--- src/rtl/same_register_5bit.sv ---
// Bitwise equality comparator for two register specifiers.
// Combinational results: per-bit "same" vector, whole-word match flag, and a
// match flag that ignores register 0 (which is hard-wired and never forwards).
// A registered copy of all three results feeds the next pipeline stage.
module same_register_5bit #(
  parameter int WIDTH = 5
) (
  output logic [WIDTH-1:0] same,
  input  logic [WIDTH-1:0] inputA,
  input  logic [WIDTH-1:0] inputB,
  input  logic             clock,
  input  logic             reset,
  input  logic             en,
  output logic             eq,
  output logic             eq_nz,
  output logic [WIDTH-1:0] same_r,
  output logic             eq_r,
  output logic             eq_nz_r
);

  logic [WIDTH-1:0] same_d, same_q;
  logic             eq_d, eq_q;
  logic             eq_nz_d, eq_nz_q;

  // Combinational compare: outputs track the inputs with no clock, reset or enable involvement.
  // NOTE: combinational blocks use blocking '=', and every output gets a value on every path, so no latch is inferred.
  always_comb begin
    same  = ~(inputA ^ inputB);
    eq    = &same;
    eq_nz = eq & (|inputA);
  end

  // Next-state selection: load fresh results when enabled, otherwise hold.
  always_comb begin
    same_d  = same_q;
    eq_d    = eq_q;
    eq_nz_d = eq_nz_q;
    if (en) begin
      same_d  = same;
      eq_d    = eq;
      eq_nz_d = eq_nz;
    end
  end

  // Pipeline registers; reset clears them to zero rather than to the
  // compare of whatever sits on the inputs while reset is held.
  // NOTE: sequential state uses non-blocking '<=' so every register samples pre-edge values; reset is asynchronous and wins over en.
  always_ff @(posedge clock or posedge reset) begin
    if (reset) begin
      same_q  <= '0;
      eq_q    <= 1'b0;
      eq_nz_q <= 1'b0;
    end else begin
      same_q  <= same_d;
      eq_q    <= eq_d;
      eq_nz_q <= eq_nz_d;
    end
  end

  assign same_r  = same_q;
  assign eq_r    = eq_q;
  assign eq_nz_r = eq_nz_q;

endmodule

--- config.mk ---
export PLATFORM = sky130hd
export DESIGN_NAME = same_register_5bit
export DESIGN_NICKNAME = d
export VERILOG_FILES = /design/src/rtl/same_register_5bit.sv
export SDC_FILE = /design/constraint.sdc
export NUM_CORES = 1
export LEC_CHECK = 0
export ABC_CLOCK_PERIOD_IN_PS = 2600
export CORE_AREA = 2 2 39 41
export CTS_CLUSTER_DIAMETER = 30
export DETAILED_ROUTE_END_ITERATION = 6
export DIE_AREA = 0 0 41 43
export PLACE_DENSITY_LB_ADDON = 0.3
export SETUP_SLACK_MARGIN = 0.2
export SYNTH_ARGS = -nofsm -noshare
export SYNTH_HDL_FRONTEND = slang
export SYNTH_SLANG_ARGS = --single-unit
--- constraint.sdc ---
create_clock -name clock -period 2.6 [get_ports clock]
set_clock_uncertainty 0.2 [all_clocks]
set_input_delay 0.52 -clock clock [delete_from_list [all_inputs] [get_ports clock]]
set_output_delay 0.52 -clock clock [all_outputs]
set_load 0.05 [all_outputs]
# Word-level counts from Yosys, hierarchy flattened
# Index checks and enable logic that the tools add are counted.
[classes] n_addsub=0 mul=0 div_mod_pow=0 n_lt_le_gt_ge=0 eq_ne=0 shift=0 mux=0 bitwise_logic=3 reduce_logical=2
[ops] op="5-bit NOT" n=1
[ops] op="5-bit AND reduction" n=1
[ops] op="5-bit OR reduction" n=1
[ops] op="5-bit XOR" n=1
[ops] op="1-bit AND" n=1
[word_totals] reg_bits=7 latchBits=0 mem_bits_rw=0 romBits=0 inputBits=13 output_inout_bits=14 elab_cells=8 mem_count=0

# Longest topological paths before layout
[depth] depth_word=4 depth_mapped=3

# Worst setup path after synthesis
# Ideal clock, no wire load.
[synth_path] path_kind="in2out" start="input port inputB[0]" end="output port eq_nz" t_arrival_ps=2809 required_ps=1880 setup_slack_ps=-929 stages=3 path_buffers=0 path_cell_list="xnor2_1 -> nand3_2 -> nor3_1"
[synth_via] elab_chain_cells=4
[synth_lines] item="start, declared" line="10" source="input logic [WIDTH-1:0] inputB,"
[synth_lines] item="5-bit XOR" line="28" source="same = ~(inputA ^ inputB);"
[synth_lines] item="5-bit NOT" line="28"
[synth_lines] item="5-bit AND reduction" line="29" source="eq = &same;"
[synth_lines] item="1-bit AND" line="30" source="eq_nz = eq & (|inputA);"
[synth_lines] item="end, declared" line="15" source="output logic eq_nz,"
# No other way between the ends.

# Worst setup path in the final report
[layout_path] start="input port inputA[0]" end="output port eq_nz"
[layout_via] elab_chain_cells=4
[layout_lines] item="start, declared" line="9" source="input logic [WIDTH-1:0] inputA,"
[layout_lines] item="5-bit XOR" line="28"
[layout_lines] item="5-bit NOT" line="28"
[layout_lines] item="5-bit AND reduction" line="29"
[layout_lines] item="1-bit AND (*)" line="30"
# Every way passes the cells marked *; elsewhere a longest branch is shown, timed or not.

==> run_results.csv <==
group,metric,value,unit
floorplanning,die_w,41,um
placed_design,place_congestion,0.7197,
power_and_ir_drop,p_int,0.0002941,W
worst_setup_path,critPathSlowestCell,"or4_4",
worst_setup_path,slowest_delay,0.55,ns
route,dr.pass1.iters,3,
clock_network,h-tree-depth,1,
clock_network,cts_tree,"built",
power_and_ir_drop,comb_power_share,0.524,
worst_setup_path,r2r_slack,1.64,ns
sta,drv_slew,0,
floorplanning,coreArea,1384,um2
worst_setup_path,crit_chain,"dlygate4sd2_1 > or4_4 > nor2_4 > nor3_4 > buf_6",
finish,drive_above_1_share,0.5143,
grt,grt_max_degree,10,
route,initialDrtViolationCount,3,
sta,period_needed,2.348,ns
worst_setup_path,crit_end,"eq_nz",
power_and_ir_drop,p_sw,0.0001740,W
worst_setup_path,path_max_fanout,2,
route,vias_per_cell,4.360,
finish,syn_to_final_growth,156.8,%
synth,synth_cell_types,15,
placed_design,place_ws,-0.02819,ns
finish,fin_cells,86,
route,wirelength,919,um
sta,rsz0062_at_grt,"false",
worst_setup_path,r2r_cells,1,
worst_setup_path,end_kind,"primary output",
worst_setup_path,rr_endpoint,"same_r[4]$_DFFE_PP0P_",
route,num_vias,375,
finish,layout_common_cells,"buf_4 (10), clkdlybuf4s50_1 (9), dfrtp_1 (7), dlygate4sd2_1 (7), buf_12 (6)",
sta,fmax,425.8,MHz
power_and_ir_drop,powerDensity,511.0,nW/um2
finish,final_core_util,0.6618,
synth,yosys_warnings,0,
synth,postSynthNetCount,44,
clock_network,numCtsBuffers,3,
power_and_ir_drop,ir_worst_vdd,0.2624,mV
sta,worstMarginPinSlew,0.5053,ns
clock_network,clockBufferDepth,2,
floorplanning,ios,27,
worst_hold_path,hold_path.class,"input port to asynchronous set/reset pin",
worst_setup_path,arrival,1.63,ns
synth,synth_area,356.6,um2
sta,fin_ws,0.2517,ns
finish,nFillCells,111,
floorplanning,die_area,1763,um2
clock_network,cts_sinks,7,
finish,layout_commonest_cell,"buf_4",
sta,fin_setup_tns,0,ns
clock_network,clk_latency,0.24,ns
worst_setup_path,worst_ep_required_time,1.88,ns
grt,grt_pass1_wl,1.524,mm
synth,syn_avg_cell_area,11.50,um2
sta,fin_crit_sh,0.9032,
sta,relSlewSlack,0.6621,
grt,grt_pass1_vias,369,
worst_setup_path,critPathKind,"input port to primary output",
grt,grt_use_total,0.1320,
worst_setup_path,crit_start,"inputA[0]",
clock_network,cts_setup_buffers,0,
synth,yosys_register_bits,7,
synth,ys_seq_area_frac,0.4912,
power_and_ir_drop,switching_share,0.3717,
placed_design,port_buffers,26,
route,drcViolationCount,0,
sta,hold_viol,0,
worst_setup_path,critPathLaunchType,"input port",
placed_design,place_inst,82,
floorplanning,start_util,0.2577,
route,wl_per_cell,10.69,um
placed_design,dp_hpwl,793.3,um
clock_network,root_buffer,"clkbuf_4",
power_and_ir_drop,clockPowerShare,0.201,
worst_setup_path,reg2reg_from,"same_r[4]$_DFFE_PP0P_",
power_and_ir_drop,p_leak,0.4108,nW
power_and_ir_drop,p_total,0.0004680,W
floorplanning,std_cell_rows,14,
finish,antenna_cells,0,
run_status,outcome,"completed",
sta,setup_violations,0,
job,max-cap-violations,0,
grt,antenna_found_initial,0,
floorplanning,die_y,43,um
grt,grt_overflow_total,0,
clock_network,clkTransAtPathRegs,0.05,ns
power_and_ir_drop,seqPwrFrac,0.275,
route,antenna_left,0,
synth,synthCells,31,
finish,final_net_count,84,
## critical path: cells and delay by family
family / cells / cell delay [ns]
AND/OR/NAND/NOR: 3 / 0.71
buffers and inverters: 2 / 0.39
## per-layer routing
metal	part of all wire	GRT usage	vias up
met2	0.56	0.2031	16
met5	0	0	-
met4	0.015	0.08000	0
li1	-	-	187
met3	0.052	0.03141	2
met1	0.37	0.1567	170
## per-stage QoR
step | area [um2] | hold WS [ns]
detailed placement | 865.8 | 0.3062
floorplan | 456.7 | 0.1234
global route | 915.9 | 0.3248
finish | 915.9 | 0.3068
global placement | 865.8 | 0.2901
CTS | 908.4 | 0.3106
## final cells by class
type                    count  area, um2  area share
repair buffers             36      395.4      0.4317
multi-input cells          20      287.8      0.3142
flip-flops and latches      7      175.2      0.1913
clock buffers               4      26.28     0.02869
well taps                  16      20.02     0.02186
inverters                   3      11.26     0.01230
## how the worst min path moves through the flow
stage / slack [ns] / endpoint / cells after the start
finish: 0.31 / same_r[1]$_DFFE_PP0P_ / 2
global route: 0.32 / same_r[0]$_DFFE_PP0P_ / 2
CTS: 0.31 / same_r[1]$_DFFE_PP0P_ / 2
detailed placement: 0.31 / same_r[0]$_DFFE_PP0P_ / 1
global placement: 0.29 / same_r[0]$_DFFE_PP0P_ / 1
floorplan: 0.12 / eq_nz_r$_DFFE_PP0P_ / 1
## what timing repair did
action,in CTS,in global routing
resized for setup,13,3
hold buffers,0,0
pin swaps,5,4
setup endpoints to repair,2,2
## synth_stat cells, drive strengths merged
library cell  n  area, um2
dfrtp         7      175.2
mux2          5      56.30
xnor2         5      51.30
inv           3      11.26
nand3         2      15.01
nor2          2      7.510
clkbuf        1      3.750
nand2         1      3.750
nor3          1      5.000
o21ai         1      5.000
o22ai         1      6.260
o32ai         1      8.760
or4           1      7.510
## flip-flops by register name, summed over array words and instances, names as in the netlist
signal / cells
same_r: 5
eq_r: 1
eq_nz_r: 1
## cell families after synthesis
kind of cell / synth area share
compound gates: 0.05614
xor+xnor: 0.1439
buf+inv: 0.04209
flops: 0.4912
mux: 0.1579
simple gates: 0.1088
## power by group through the flow
stage / registers [W] / logic (W) / clock network [W]
2_1_floorplan: 0.000176 / 0.0000819 / 0
3_3_place_gp: 0.000130 / 0.000244 / 0
3_5_place_dp: 0.000131 / 0.000246 / 0
4_1_cts: 0.000129 / 0.000248 / 0.0000985
5_1_grt: 0.000130 / 0.000256 / 0.000105
6_report: 0.000129 / 0.000245 / 0.0000941
(Power assumes the default switching activity.)
